### src/rtl/hazard_ctrl.sv
`default_nettype none
// ============================================================================
// Module   : hazard_ctrl
// Purpose  : Pipeline hazard, forwarding and ISA-switch drain controller.
// Revision : 1.0
// ============================================================================
module hazard_ctrl #(
  parameter logic        RESET_ARM    = 1'b0,
  parameter int unsigned DRAIN_CYCLES = 2
) (
  input  logic       clk,
  input  logic       rst,
  input  logic [4:0] Rs1D,
  input  logic [4:0] Rs2D,
  input  logic [4:0] Rs1E,
  input  logic [4:0] Rs2E,
  input  logic [4:0] RdE,
  input  logic [4:0] RdM,
  input  logic [4:0] RdW,
  input  logic       RegWriteM,
  input  logic       RegWriteW,
  input  logic [1:0] ResultSrcE,
  input  logic       armE,
  input  logic       PCRedirE,
  input  logic       SwitchE,
  input  logic       ModeTgtE,
  output logic       StallF,
  output logic       StallD,
  output logic       FlushD,
  output logic       FlushE,
  output logic [1:0] ForwardAE,
  output logic [1:0] ForwardBE,
  output logic       armModeF,
  output logic       busy
);

  typedef enum logic [0:0] {
    ST_RUN   = 1'b0,
    ST_DRAIN = 1'b1
  } state_t;

  localparam logic [2:0] C_DRAIN_LOAD = 3'(DRAIN_CYCLES - 1);

  state_t     r_state;
  logic [2:0] r_cnt;
  logic       r_pend_mode;
  logic       r_arm_mode;
  logic       r_busy;

  logic       w_a_ok;
  logic       w_b_ok;
  logic       w_lw_stall;

  // x0 is hardwired zero only in RISC-V; ARM r0 is a real register
  assign w_a_ok = armE | (Rs1E != 5'd0);
  assign w_b_ok = armE | (Rs2E != 5'd0);

  assign w_lw_stall = (ResultSrcE == 2'b01) && (armE || (RdE != 5'd0)) &&
                      ((RdE == Rs1D) || (RdE == Rs2D));

  always_comb begin
    ForwardAE = 2'b00;
    if (RegWriteM && (RdM == Rs1E) && w_a_ok)
      ForwardAE = 2'b10;
    else if (RegWriteW && (RdW == Rs1E) && w_a_ok)
      ForwardAE = 2'b01;
  end

  always_comb begin
    ForwardBE = 2'b00;
    if (RegWriteM && (RdM == Rs2E) && w_b_ok)
      ForwardBE = 2'b10;
    else if (RegWriteW && (RdW == Rs2E) && w_b_ok)
      ForwardBE = 2'b01;
  end

  // A switch or redirect discards the younger instructions, so a stall is moot
  always_comb begin
    StallF = 1'b0;
    StallD = 1'b0;
    FlushD = 1'b0;
    FlushE = 1'b0;
    if (r_state == ST_DRAIN) begin
      FlushD = 1'b1;
      FlushE = 1'b1;
    end else begin
      StallF = w_lw_stall & ~PCRedirE & ~SwitchE;
      StallD = w_lw_stall & ~PCRedirE & ~SwitchE;
      FlushD = PCRedirE | SwitchE;
      FlushE = w_lw_stall | PCRedirE | SwitchE;
    end
  end

  always_ff @(posedge clk or posedge rst) begin
    if (rst) begin
      r_state     <= ST_RUN;
      r_cnt       <= 3'd0;
      r_pend_mode <= RESET_ARM;
      r_arm_mode  <= RESET_ARM;
      r_busy      <= 1'b0;
    end else begin
      case (r_state)
        ST_RUN: begin
          if (SwitchE) begin
            r_pend_mode <= ModeTgtE;
            r_cnt       <= C_DRAIN_LOAD;
            r_busy      <= 1'b1;
            r_state     <= ST_DRAIN;
          end
        end
        ST_DRAIN: begin
          if (r_cnt == 3'd0) begin
            r_arm_mode <= r_pend_mode;
            r_busy     <= 1'b0;
            r_state    <= ST_RUN;
          end else begin
            r_cnt <= r_cnt - 3'd1;
          end
        end
        default: begin
          r_busy  <= 1'b0;
          r_state <= ST_RUN;
        end
      endcase
    end
  end

  assign armModeF = r_arm_mode;
  assign busy     = r_busy;

endmodule
`default_nettype wire

### config.mk
export PLATFORM = sky130hd
export DESIGN_NAME = hazard_ctrl
export DESIGN_NICKNAME = d
export VERILOG_FILES = /design/src/rtl/hazard_ctrl.sv
export SDC_FILE = /design/constraint.sdc
export NUM_CORES = 1
export LEC_CHECK = 0
export BUFFER_PORTS_ARGS = -buffer_cell sky130_fd_sc_hd__buf_2
export CAP_MARGIN = 10
export CORE_MARGIN = 2
export CORE_UTILIZATION = 43
export DETAILED_ROUTE_END_ITERATION = 10
export GPL_TIMING_DRIVEN = 0
export PLACE_DENSITY_LB_ADDON = 0.15
export SLEW_MARGIN = 20
export SYNTH_ARGS = -nofsm -noshare
export SYNTH_HDL_FRONTEND = slang
export SYNTH_SLANG_ARGS = --single-unit
### constraint.sdc
create_clock -name clk -period 3.2 [get_ports clk]
set_input_delay 0.48 -clock clk [delete_from_list [all_inputs] [get_ports clk]]
set_output_delay 0.48 -clock clk [all_outputs]
set_load 0.03 [all_outputs]
==> qor.yml <==
run_status:
  status: "completed"
place:
  gp_congestion: 0.789
  dp_hpwl_um: 1670
  io_buffers: 54
  place_area_um2: 1030
  place_ws_ns: 0.719
critical_path:
  timing.rr.start: "r_cnt[0]$_DFFE_PP0P_"
  cp-start-kind: "input port"
  r2r_cells: 6
  slowest_delay_ns: 0.52
  worst_setup_path_end_kind: "output pin"
  critical_path_arrival_ns: 1.98
  cpMaxStageDelayCell: "or4_1"
  r2r_slack_ns: 1.94
  crit_type: "input port to output pin"
  regToRegEndpoint: "r_cnt[1]$_DFFE_PP0P_"
  path_cells: "buf_2 > or4_1 > o311ai_0 > nor3_1 > buf_4 > buf_2"
  worstPathMaxFanout: 3
  required_ns: 2.72
  cpMostUsedCell: "buf_2"
clocking:
  cts_post_setup_buffers_inserted: 0
  postCtsHoldBufs: 0
  cts_tree: "yes"
  cts.sinks: 7
  cts_root_buffer: "clkbuf_4"
  cts-buffers-inserted: 3
  clk_latency_ns: 0.26
  clockBufferDepth: 2
  cts_resized: 0
  clkSlewWorstSetupHoldPaths_ns: 0.06
  htree_levels: 1
synthesis:
  synth-xor-area-share: 0.354
  synthMuxAreaShare: 0.0455
  synth_compound_area_frac: 0.0774
  synth_edf_count: 0
  synth_top_cell_by_area: "dfrtp_1"
  syn_area_um2: 743
  yosysSeqAreaShare: 0.236
  synthCells: 86
  synth_flop_cell: "dfrtp_1"
  synth.top_cells.by_area: "dfrtp_1, xor2_1, xnor2_1"
  synth-seq-cells: 7
  yosysTopAreaCellShare: 0.236
  yosys_warnings: 0
  synth_top_family_by_area: "XOR/XNOR gates"
  synth.net_count: 133
  synth-simple-area-share: 0.214
  synthAdderAreaFrac: 0.0337
  synthArstFlopShare: 1.00
  syn_area_per_cell_um2: 8.64
  synthDistinctLibCells: 26
route:
  finalWirelength_um: 1910
  vias: 820
  wire_per_inst_um: 11.8
  drc: 0
  dr.pass1.iters: 4
  drtIter0Drc: 4
  vias_per_cell: 5.09
  ant_nets: 0
global_routing:
  antenna_found_initial: 0
  grt_pass1_vias: 785
  grt_overflow: 0
  grt_max_degree: 8
  grt_util_all_layers: 0.205
  grt_first_pass_wirelength_um: 3070
finish:
  area_delta_synth_final_pct: 42.8
  final_common_cell: "buf_2"
  layout-drive-gt1-share: 0.431
  fin_nets: 192
  final_cell_mix: "buf_2, xor2_1, xnor2_1"
  final_area_um2: 1060
  antenna_cells: 0
  fillers: 162
  finish.utilization: 0.635
pwr:
  vdd_drop_max_uv: 329
  swShare: 0.405
  p_comb_frac: 0.521
  p_leak_nw: 0.522
  seqPwrFrac: 0.318
  internal_power_mw: 0.304
  power_density_nw_per_um2: 482
  switching_power_mw: 0.207
  clockPowerShare: 0.162
sta:
  fin_tns_setup_ns: 0
  worstMarginPinSlew_ns: 0.452
  slew_headroom: 0.695
  hold_viol_final: 0
  period_share: 0.768
  fmax_mhz: 407
  setup_slack_ns: 0.742
  slew_violations: 0
  rsz0062_at_grt: "no"
  setup_viol: 0
  fin_worst_skew_ns: 0.00405
  fin_crit_ns: 2.46
floorplanning:
  initial_core_util: 0.445
  die_h_um: 45.6
  die_area_um2: 2080
  core_um2: 1670
  die_w_um: 45.6
  rows: 15
  io_pins: 55
run:
  drv_cap: 0
min_path:
  hp-class: "input port to async pin"
==> synth_stat cells (2+ instances only) <==
master	number
nor3_1	4
nor2_1	4
nor4_1	4
mux2_2	3
ha_1	2
nand4_1	3
xor2_1	16
inv_1	6
dfrtp_1	7
nand2_1	4
o21ai_0	4
xnor2_1	14
or4_1	2
==> metal layers <==
metal / vias to the layer above / global-route usage / routed length (µm)
met5: - / 0 / 0
met1: 365 / 0.217 / 749
li1: 414 / - / -
met4: 0 / 0.0706 / 37
met3: 4 / 0.0437 / 140
met2: 37 / 0.389 / 979
==> power by group through the flow <==
stage	combinational, mW	clock (mW)	sequential, mW
global route	0.297	0.0911	0.172
finish	0.266	0.0827	0.162
CTS	0.270	0.0859	0.163
floorplan	0.158	0	0.183
global placement	0.258	0	0.161
detailed placement	0.265	0	0.165
==> layout make-up <==
cell class | instances | area [µm²] | share of cell area
Buffer | 1 | 7.51 | 0.00708
Clock buffer | 4 | 26.3 | 0.0248
Inverter | 6 | 22.5 | 0.0212
Multi-Input combinational cell | 72 | 538 | 0.507
Sequential cell | 7 | 175 | 0.165
Tap cell | 17 | 21.3 | 0.0200
Timing Repair Buffer | 54 | 270 | 0.255
==> state kept, by name (all words and copies together) (netlist names) <==
name and cells:
armModeF 1, busy 1, r_cnt 3, r_pend_mode 1, r_state 1
==> logic make-up after synthesis <==
family | count (synthesis)
buffers and inverters | 7
flip-flops | 7
AO/OA/AOI/OAI | 9
adder cells (fa/ha/maj) | 2
AND/OR/NAND/NOR | 28
multiplexers | 3
XOR/XNOR | 30
==> worst max-delay path: cells and delay by family <==
family                 cells  cell delay, ns
and+or+nand+nor            2            0.64
buffers and inverters      3            0.43
AOI/OAI and AO/OA          1            0.42
==> per-stage QoR <==
step	cells	hold WS, ns	power (mW)
global placement	157	0.417	0.419
floorplan	86	0.283	0.341
CTS	161	0.144	0.518
finish	161	0.138	0.511
global route	161	0.155	0.560
detailed placement	157	0.418	0.430
==> worst max path at each step <==
stage	start	to	slack, ns	cells past startpoint
floorplan	Rs1E[1]	ForwardAE[0]	0.36	4
finish	armE	StallF	0.74	6
detailed placement	armE	StallF	0.72	6
global placement	armE	StallF	0.74	6
CTS	armE	StallF	0.71	6
global route	armE	StallF	0.66	6
Power figures use the tool's default switching activity.
